`config.mk`:
```
export PLATFORM = sky130hd
export DESIGN_NAME = bin_scaler
export DESIGN_NICKNAME = d
export VERILOG_FILES = /design/src/rtl/bin_scaler_pkg.sv /design/src/rtl/bin_hist_ram.sv /design/src/rtl/bin_scaler.sv
export SDC_FILE = /design/constraint.sdc
export NUM_CORES = 2
export LEC_CHECK = 0
export ABC_AREA = 1
export ABC_CLOCK_PERIOD_IN_PS = 24300
export BUFFER_PORTS_ARGS = -buffer_cell sky130_fd_sc_hd__buf_4
export CAP_MARGIN = 0
export CORE_MARGIN = 2
export CORE_UTILIZATION = 53
export CTS_BUF_LIST = sky130_fd_sc_hd__clkbuf_2
export DETAILED_ROUTE_END_ITERATION = 10
export MAX_ROUTING_LAYER = met4
export PLACE_DENSITY = 0.68
export REMOVE_ABC_BUFFERS = 1
export SYNTH_ARGS = -nofsm -noshare
export SYNTH_HDL_FRONTEND = slang
export SYNTH_SLANG_ARGS = --single-unit
```
`constraint.sdc`:
```
create_clock -name clk -period 24.3 [get_ports clk]
set_input_delay 1.215 -clock clk [delete_from_list [all_inputs] [get_ports clk]]
set_output_delay 1.215 -clock clk [all_outputs]
set_load 0.005 [all_outputs]
```
`src/rtl/bin_scaler_pkg.sv`:
```
// Shared constants, state encoding and log encoder for the waterfall bin path.
package bin_scaler_pkg;

  localparam int BS_FREQ_BINS = 320;
  localparam int BS_ADDR_W    = 9;
  localparam int BS_DATA_W    = 8;

  typedef enum logic [0:0] {
    ST_CLEAR = 1'b0,
    ST_RUN   = 1'b1
  } bs_state_e;

  // L = msb_index*16 + next four bits; magnitudes 0 and 1 map to 0, saturates at 0xFF.
  function automatic logic [7:0] log_enc(input logic [31:0] mag);
    logic [4:0]  p;
    logic [31:0] norm;
    logic [3:0]  m;
    p = '0;
    for (int i = 0; i < 32; i++) begin
      if (mag[i]) p = 5'(i);
    end
    norm = mag << (5'd31 - p);
    m    = norm[30:27];
    if (mag <= 32'd1) return 8'd0;
    if (p > 5'd15) return 8'hFF;
    return {p[3:0], m};
  endfunction

endpackage

```
`src/rtl/bin_hist_ram.sv`:
```
// Per-bin peak history: synchronous read, single write port, read returns pre-write data.
module bin_hist_ram #(
  parameter int DEPTH  = 320,
  parameter int ADDR_W = 9,
  parameter int DATA_W = 8
) (
  input  logic              clk,
  input  logic              we,
  input  logic [ADDR_W-1:0] wr_addr,
  input  logic [DATA_W-1:0] wr_data,
  input  logic              rd_en,
  input  logic [ADDR_W-1:0] rd_addr,
  output logic [DATA_W-1:0] rd_data
);

  logic [DATA_W-1:0] mem [DEPTH];

  always_ff @(posedge clk) begin
    if (we) mem[wr_addr] <= wr_data;
    if (rd_en) rd_data <= mem[rd_addr];
  end

endmodule

```
`src/rtl/bin_scaler.sv`:
```
// Log-compresses spectrum bins and applies per-bin peak-hold with decay before the freq_bram write.
//
// state    | meaning
// ST_CLEAR | zeroing history, one entry per cycle, in_ready low
// ST_RUN   | accepting bins, 2-stage pipeline to out_we
module bin_scaler
  import bin_scaler_pkg::*;
#(
  parameter int IN_W        = 16,
  parameter int OUT_W       = BS_DATA_W,
  parameter int FREQ_BINS   = BS_FREQ_BINS,
  parameter int ADDR_W      = BS_ADDR_W,
  parameter int DECAY_SHIFT = 3
) (
  input  logic              clk,
  input  logic              reset,
  input  logic              in_valid,
  input  logic [IN_W-1:0]   in_data,
  input  logic [ADDR_W-1:0] in_addr,
  output logic              in_ready,
  output logic              out_we,
  output logic [ADDR_W-1:0] out_addr,
  output logic [OUT_W-1:0]  out_data,
  output logic              frame_done
);

  localparam logic [ADDR_W-1:0] LAST_ADDR = ADDR_W'(FREQ_BINS - 1);

  bs_state_e         state;
  logic [ADDR_W-1:0] clr_addr;
  logic              s1_valid;
  logic [ADDR_W-1:0] s1_addr;
  logic [OUT_W-1:0]  s1_lval;

  logic              accept;
  logic [OUT_W-1:0]  ram_rdata;
  logic [OUT_W-1:0]  prev;
  logic [OUT_W-1:0]  keep;
  logic [OUT_W-1:0]  decayed;
  logic [OUT_W-1:0]  result;
  logic              ram_we;
  logic [ADDR_W-1:0] ram_waddr;
  logic [OUT_W-1:0]  ram_wdata;

  assign accept = in_valid && in_ready && (in_addr <= LAST_ADDR);

  // The bin just written is still in flight for the RAM, so take it from the output register.
  always_comb begin
    prev    = (out_we && (out_addr == s1_addr)) ? out_data : ram_rdata;
    keep    = prev - (prev >> DECAY_SHIFT);
    decayed = (keep == '0) ? '0 : keep - 1'b1;
    result  = (s1_lval > decayed) ? s1_lval : decayed;
  end

  always_comb begin
    ram_we    = 1'b0;
    ram_waddr = s1_addr;
    ram_wdata = result;
    if (!reset) begin
      if (state == ST_CLEAR) begin
        ram_we    = 1'b1;
        ram_waddr = clr_addr;
        ram_wdata = '0;
      end else begin
        ram_we = s1_valid;
      end
    end
  end

  bin_hist_ram #(
    .DEPTH  (FREQ_BINS),
    .ADDR_W (ADDR_W),
    .DATA_W (OUT_W)
  ) u_hist (
    .clk     (clk),
    .we      (ram_we),
    .wr_addr (ram_waddr),
    .wr_data (ram_wdata),
    .rd_en   (accept),
    .rd_addr (in_addr),
    .rd_data (ram_rdata)
  );

  always_ff @(posedge clk) begin
    if (reset) begin
      state      <= ST_CLEAR;
      clr_addr   <= '0;
      in_ready   <= 1'b0;
      s1_valid   <= 1'b0;
      s1_addr    <= '0;
      s1_lval    <= '0;
      out_we     <= 1'b0;
      out_addr   <= '0;
      out_data   <= '0;
      frame_done <= 1'b0;
    end else begin
      s1_valid <= accept;
      if (accept) begin
        s1_addr <= in_addr;
        s1_lval <= OUT_W'(log_enc(32'(in_data)));
      end
      out_we     <= s1_valid;
      frame_done <= s1_valid && (s1_addr == LAST_ADDR);
      if (s1_valid) begin
        out_addr <= s1_addr;
        out_data <= result;
      end
      case (state)
        ST_CLEAR: begin
          if (clr_addr == LAST_ADDR) begin
            state    <= ST_RUN;
            in_ready <= 1'b1;
          end else begin
            clr_addr <= clr_addr + 1'b1;
          end
        end
        ST_RUN:  in_ready <= 1'b1;
        default: state <= ST_CLEAR;
      endcase
    end
  end

endmodule

```
# ---- Word level (Yosys, flattened, before mapping)
# Memories as Yosys holds them, arrays and structs flattened. A register that Yosys moved wholly into a read port is not among the register bits.
# Index checks and enable logic that the tools add are counted.
dict set report totals {
  reg_bits 48
  latchBits 0
  mem_bits_rw 2560
  rom_bits 0
  input_bits 28
  out_inout_bits 20
  word_cells 75
  memories 1
}
# memory depth word_bits read_ports rd_ports_with_merged_regs wr line
set memory_table {}
lappend memory_table {u_hist.mem 320 8 1 1 1 bin_hist_ram.sv:16} ;# logic [DATA_W-1:0] mem [DEPTH];
dict set report op_classes {
  add_sub_neg 4
  mul 0
  n_div 0
  order_cmp 4
  n_eq_ne 4
  n_shift 1
  muxes 43
  n_bitwise 2
  reduce_logical 6
}
# operator n
set ops {}
lappend ops {{$mux 5} 16}
lappend ops {{$mux 8} 9}
lappend ops {{$shl 16x5->31} 1}
lappend ops {{$eq 9x9->1 const B} 2}
lappend ops {{$mux 9} 2}
lappend ops {{$le 16x1->1 const B} 1}
lappend ops {{$mux 1} 15}
lappend ops {{$add 9x1->9 const B} 1}
lappend ops {{$eq 9x9->1} 1}
lappend ops {{$le 9x9->1 const B} 1}
lappend ops {{$gt 8x8->1} 1}
lappend ops {{$logic_not 8->1} 1}
lappend ops {{$sub 8x1->8 const B} 1}
lappend ops {{$sub 8x5->8} 1}
lappend ops {{$gt 5x4->1 const B} 1}
lappend ops {{$sub 5x5->5 const A} 1}
lappend ops {{$logic_and 1x1->1} 4}
lappend ops {{$ne 2x1->1 const B} 1}
lappend ops {{$not 1->1} 2}
lappend ops {{$pmux 1 s2} 1}
lappend ops {{$reduce_and 2->1} 1}

# ---- Longest topological paths before layout
dict set report logic_depth {
  ltp_word 24
  depth_mapped 36
  mapped_depth_nobuf 36
}

# ---- Hierarchy
# From an unflattened synthesis, not the netlist that was laid out.
dict set report unflattened {
  hier_cells 9197
  hier_area_um2 107346.7
}
# mod n_inst cells_per_inst area_each_um2 seq_area_each_um2
set by_module_without_submodules {}
lappend by_module_without_submodules {bin_hist_ram 1 8568 103490.5 77114.0}
lappend by_module_without_submodules {bin_scaler 1 629 3856.2 960.9}

# ---- Worst setup path before layout
# No wires, ideal clock.
dict set report synth_timing {
  kind {reg2reg}
  from {reg s1_addr[2]}
  to {mem u_hist.mem[0][1] (data pin)}
  setup_ps 1916
  arrival_time_ps 12121
  required_time_ps 22384
  path_slack_ps 10264
  path_stages_with_launch 33
  path_buffers 1
  period_less_slack_ps 14036
  path_cell_list {dfxtp_1 -> inv_2 -> nand2_1 -> nand2_1 -> nor2_1 -> nand3_2 -> nor2_4 -> buf_6 -> nand2_1 -> o21ai_0 -> ha_1 -> inv_1 -> ha_1 -> inv_1 -> nand2_1 -> nand2_1 -> nand2_2 -> nand2_1 -> nand2_1 -> nand2_2 -> nand2_2 -> nor2_4 -> nand4_1 -> and2_1 -> ha_1 -> nand2_1 -> nor2_1 -> nand2_1 -> o211ai_1 -> nand2_1 -> inv_1 -> nand2_1 -> a21oi_1}
}
dict set report synth_via {
  elab_chain_len 10
  word_cells_on_any_way 11
  cone_classes {2 x add/sub; 1 x order compare; 1 x eq/ne; 5 x mux; 2 x reduce/logical}
}
# item line
set synth_rtl {}
lappend synth_rtl {{from (decl)} bin_scaler.sv:32} ;# logic [ADDR_W-1:0] s1_addr;
lappend synth_rtl {{from (signal assigned)} bin_scaler.sv:99} ;# s1_addr <= in_addr;
lappend synth_rtl {{$eq 9x9->1 (*)} bin_scaler.sv:49} ;# prev = (out_we && (out_addr == s1_addr)) ? out_data : ram_rdata;
lappend synth_rtl {{$logic_and 1x1->1 (*)} bin_scaler.sv:49}
lappend synth_rtl {{$mux 8 (*)} bin_scaler.sv:49}
lappend synth_rtl {{$sub 8x5->8 (*)} bin_scaler.sv:50} ;# keep = prev - (prev >> DECAY_SHIFT);
lappend synth_rtl {{$sub 8x1->8 or $logic_not 8->1 (tied branches)} bin_scaler.sv:51} ;# decayed = (keep == '0) ? '0 : keep - 1'b1;
lappend synth_rtl {{$mux 8 (*)} bin_scaler.sv:51}
lappend synth_rtl {{$gt 8x8->1} bin_scaler.sv:52} ;# result = (s1_lval > decayed) ? s1_lval : decayed;
lappend synth_rtl {{$mux 8 (*)} bin_scaler.sv:52}
lappend synth_rtl {{$mux 8} bin_scaler.sv:60} ;# if (state == ST_CLEAR) begin
lappend synth_rtl {{$mux 8 (*)} bin_scaler.sv:59} ;# if (!reset) begin
lappend synth_rtl {{net ram_wdata[1]} bin_scaler.sv:43} ;# logic [OUT_W-1:0] ram_wdata;
lappend synth_rtl {{to (decl)} bin_hist_ram.sv:16}
# Mark *: on every way through the listed nets, which the timed path passes. The rest lies on a longest branch.

# ---- Worst setup path after layout
dict set report layout_timing {
  from {reg s1_addr[2]}
  to {mem u_hist.mem[238][0] (data pin)}
}
# Same word-level chain as after synthesis.

==> impl_metrics.json <==
{
  "cp_data_arrival_time_ns": 8.97,
  "status": "finished clean",
  "synth_top_cell_by_area": "edfxtp_1",
  "grt_max_degree": 230,
  "clk_path_buf_depth": 4,
  "netlist_area_um2": 105000,
  "synth_warnings": 0,
  "wl_mm": 296,
  "gp_congestion": 0.909,
  "cp_common_cell": "nand2_1",
  "irDropWorstVdd_mv": 0.0417,
  "wl_per_cell_um": 25.3,
  "yosys-top-cells-count": "2568 x edfxtp_1, 2033 x nor2_1, 1659 x o21ai_0",
  "antenna_found_initial": 9,
  "sequentialPowerShare_pct": 59.9,
  "synth_cell_types": 48,
  "slew_headroom_pct": 15.7,
  "yosysMostFrequentCell": "edfxtp_1",
  "layout.nets": 8677,
  "fin_area_um2": 113000,
  "synth_top_flop_cell": "edfxtp_1",
  "worst_pin_slew_ns": 1.26,
  "hp-class": "in2reg",
  "vias_per_cell": 6.17,
  "core_um2": 197000,
  "r2r_cells": 34,
  "first_pass_iters": 6,
  "insertion_delay_ns": 1.90,
  "area_delta_synth_final_pct": 7.51,
  "clk_pin_slew_ns": 0.10,
  "p_int_mw": 6.10,
  "p_sw_mw": 2.10,
  "fin_crit_sh_pct": 30.8,
  "p_total_mw": 8.20,
  "dp_worst_setup_slack_ns": 16.87,
  "clock-root-buffer": "clkbuf_2",
  "p_sw_share_pct": 25.6,
  "max_cap_viol_count": 0,
  "syn_area_per_cell_um2": 12.5,
  "crit_path_end": "u_hist.mem[238][0]$_DFFE_PP_",
  "power_frac_clock_pct": 33.9,
  "pwr-share-comb_pct": 6.2,
  "route.vias.total": 72200,
  "route.detailed.drc": 0,
  "grt_pass1_vias": 68800,
  "hold_buffers": 29,
  "critical_path_peak_fanout": 97,
  "die_x_um": 449,
  "async_flop_share_pct": 0,
  "ctsResizeCount": 0,
  "ctsHtreeMaxLevel": 6,
  "yosysSeqAreaShare_pct": 74.3,
  "layout-drive-gt1-share_pct": 13.3,
  "finalCriticalPeriod_ns": 7.47,
  "critPathLaunchType": "register",
  "placedInstanceArea_um2": 107000,
  "dp_hpwl_mm": 164,
  "rsz0062_at_grt": "no",
  "start_util_pct": 53.3,
  "fin_worst_skew_ns": 0.156,
  "synth-edff-count": 2568,
  "cts_sinks": 2616,
  "syn_inst": 8416,
  "setup_slack_ns": 16.83,
  "antenna_left": 0,
  "startpoint": "s1_addr[2]$_SDFFE_PP0P_",
  "drt_iter0_drc": 9425,
  "final_max_slew_viol_count": 0,
  "powerDensity_nw_per_um2": 72.6,
  "numCtsBuffers": 654,
  "rr_startpoint": "s1_addr[2]$_SDFFE_PP0P_",
  "cts_tree": "built",
  "die_area_um2": 202000,
  "leakagePower_nw": 36.9,
  "max_stage_delay_ns": 0.89,
  "rr_endpoint": "u_hist.mem[238][0]$_DFFE_PP_",
  "critPathKind": "reg2reg",
  "synth_area_leaders": "edfxtp_1 73%, o21ai_0 7.9%, nor2_1 7.3%",
  "holdWs_ns": 0.280,
  "overflow": 0,
  "grt_pass1_wl_mm": 436,
  "die-height_um": 449,
  "setup_viol": 0,
  "max_freq_mhz": 134,
  "synth-seq-cells": 2616,
  "io_pins": 48,
  "grt_use_total_pct": 29.5,
  "r2r_slack_ns": 16.83,
  "finalHoldViolCount": 0,
  "synth_top_area_share_pct": 73.4,
  "post_cts_buffers": 0,
  "hold_depth": 3,
  "crit_path_end_kind": "register",
  "portBuffers": 47,
  "fillers": 16300,
  "setup-tns-final_ns": 0,
  "crit_required_ns": 25.79,
  "crit_path_top_delay_cell": "buf_4",
  "placementRows": 163
}
==> power by group through the flow <==
stage / registers [mW] / logic (mW) / clock network, mW
3_5_place_dp: 5.02 / 0.490 / 0
2_1_floorplan: 5.04 / 0.307 / 0
4_1_cts: 4.92 / 0.495 / 2.81
6_report: 4.92 / 0.507 / 2.78
3_3_place_gp: 5.02 / 0.483 / 0
5_1_grt: 4.92 / 0.540 / 3.03
==> critical path, delay by kind of cell, from the launching register on <==
kind                       cells  cell delay (ns)
AOI/OAI and AO/OA              3             1.10
DFF                            1             0.42
and+or+nand+nor               23             2.73
adders and majority gates      2             0.47
buffers and inverters          6             2.15
==> layout make-up <==
cell class	instances	area [um2]	share of cell area, %
flip-flops and latches	2616	78100	69.1
multi-input cells	5058	24200	21.4
clock buffers	923	4620	4.09
well taps	2640	3300	2.92
repair buffers	189	1560	1.38
clock inverters	133	683	0.605
inverters	115	458	0.405
diodes	15	37.5	0.0332
==> how the worst min path moves through the flow <==
stage / to / slack [ns] / startpoint
after detailed placement: s1_addr[8]$_SDFFE_PP0P_ / 0.50 / s1_addr[8]$_SDFFE_PP0P_
after global placement: clr_addr[8]$_SDFFE_PP0P_ / 0.48 / clr_addr[8]$_SDFFE_PP0P_
after floorplan: s1_lval[7]$_SDFFE_PP0P_ / 0.45 / s1_lval[7]$_SDFFE_PP0P_
after CTS: s1_lval[4]$_SDFFE_PP0P_ / 0.08 / reset
after global routing: s1_lval[4]$_SDFFE_PP0P_ / 0.07 / reset
final: s1_lval[0]$_SDFFE_PP0P_ / 0.28 / reset
==> cells in the final DEF, fill, tap and decap left out, drive strengths merged, types with 6 or more instances in the layout <==
cell,synthesis,layout
nor3,12,12
nor2,2042,2042
clkbuf,529,924
diode,0,15
o22ai,698,698
ha,15,15
o21ai,1662,1662
nand2,304,304
edfxtp,2568,2568
dfxtp,48,48
o32ai,31,31
buf,98,159
dlygate4sd3,0,29
a21oi,82,82
a31oi,9,9
o221ai,64,64
o211ai,18,18
nand4,11,11
clkinv,5,116
bufinv,0,6
nand3,71,71
inv,110,122
o31ai,8,8
==> registers in the layout, indices dropped and copies added, names as in the netlist <==
signal / cells
u_hist.rd_data: 8
in_ready: 1
state: 1
s1_lval: 8
clr_addr: 9
s1_addr: 9
u_hist.mem: 2560
out_addr: 9
out_we: 1
frame_done: 1
s1_valid: 1
out_data: 8
==> routing by layer <==
metal  GRT usage, %  wire length (um)  up-vias
li1               -                 -    31900
met2           44.3            138000     4331
met4           13.5             13300        0
met5              -                 0        -
met1           38.6            114000    35200
met3           6.41             31300      731
==> through the flow <==
step	instances	util, %
after floorplan	7789	-
after global placement	10600	54.4
after detailed placement	10600	54.4
after CTS	11700	57.3
after global routing	11700	57.3
final	11700	57.3
==> logic make-up (layout without fill, tap and decap cells) <==
group                      count (synthesis)  after routing  share of synthesized area (%)
DFF                                     2616           2616                           74.3
AOI/OAI and AO/OA                       2589           2589                           13.6
and+or+nand+nor                         2450           2450                           9.07
buffers and inverters                    742           1360                           2.77
adders and majority gates                 15             15                          0.179
xor gates and xnor gates                   4              4                         0.0405
other                                      0             15                              0
No activity file was read; power rests on OpenSTA's default activity.
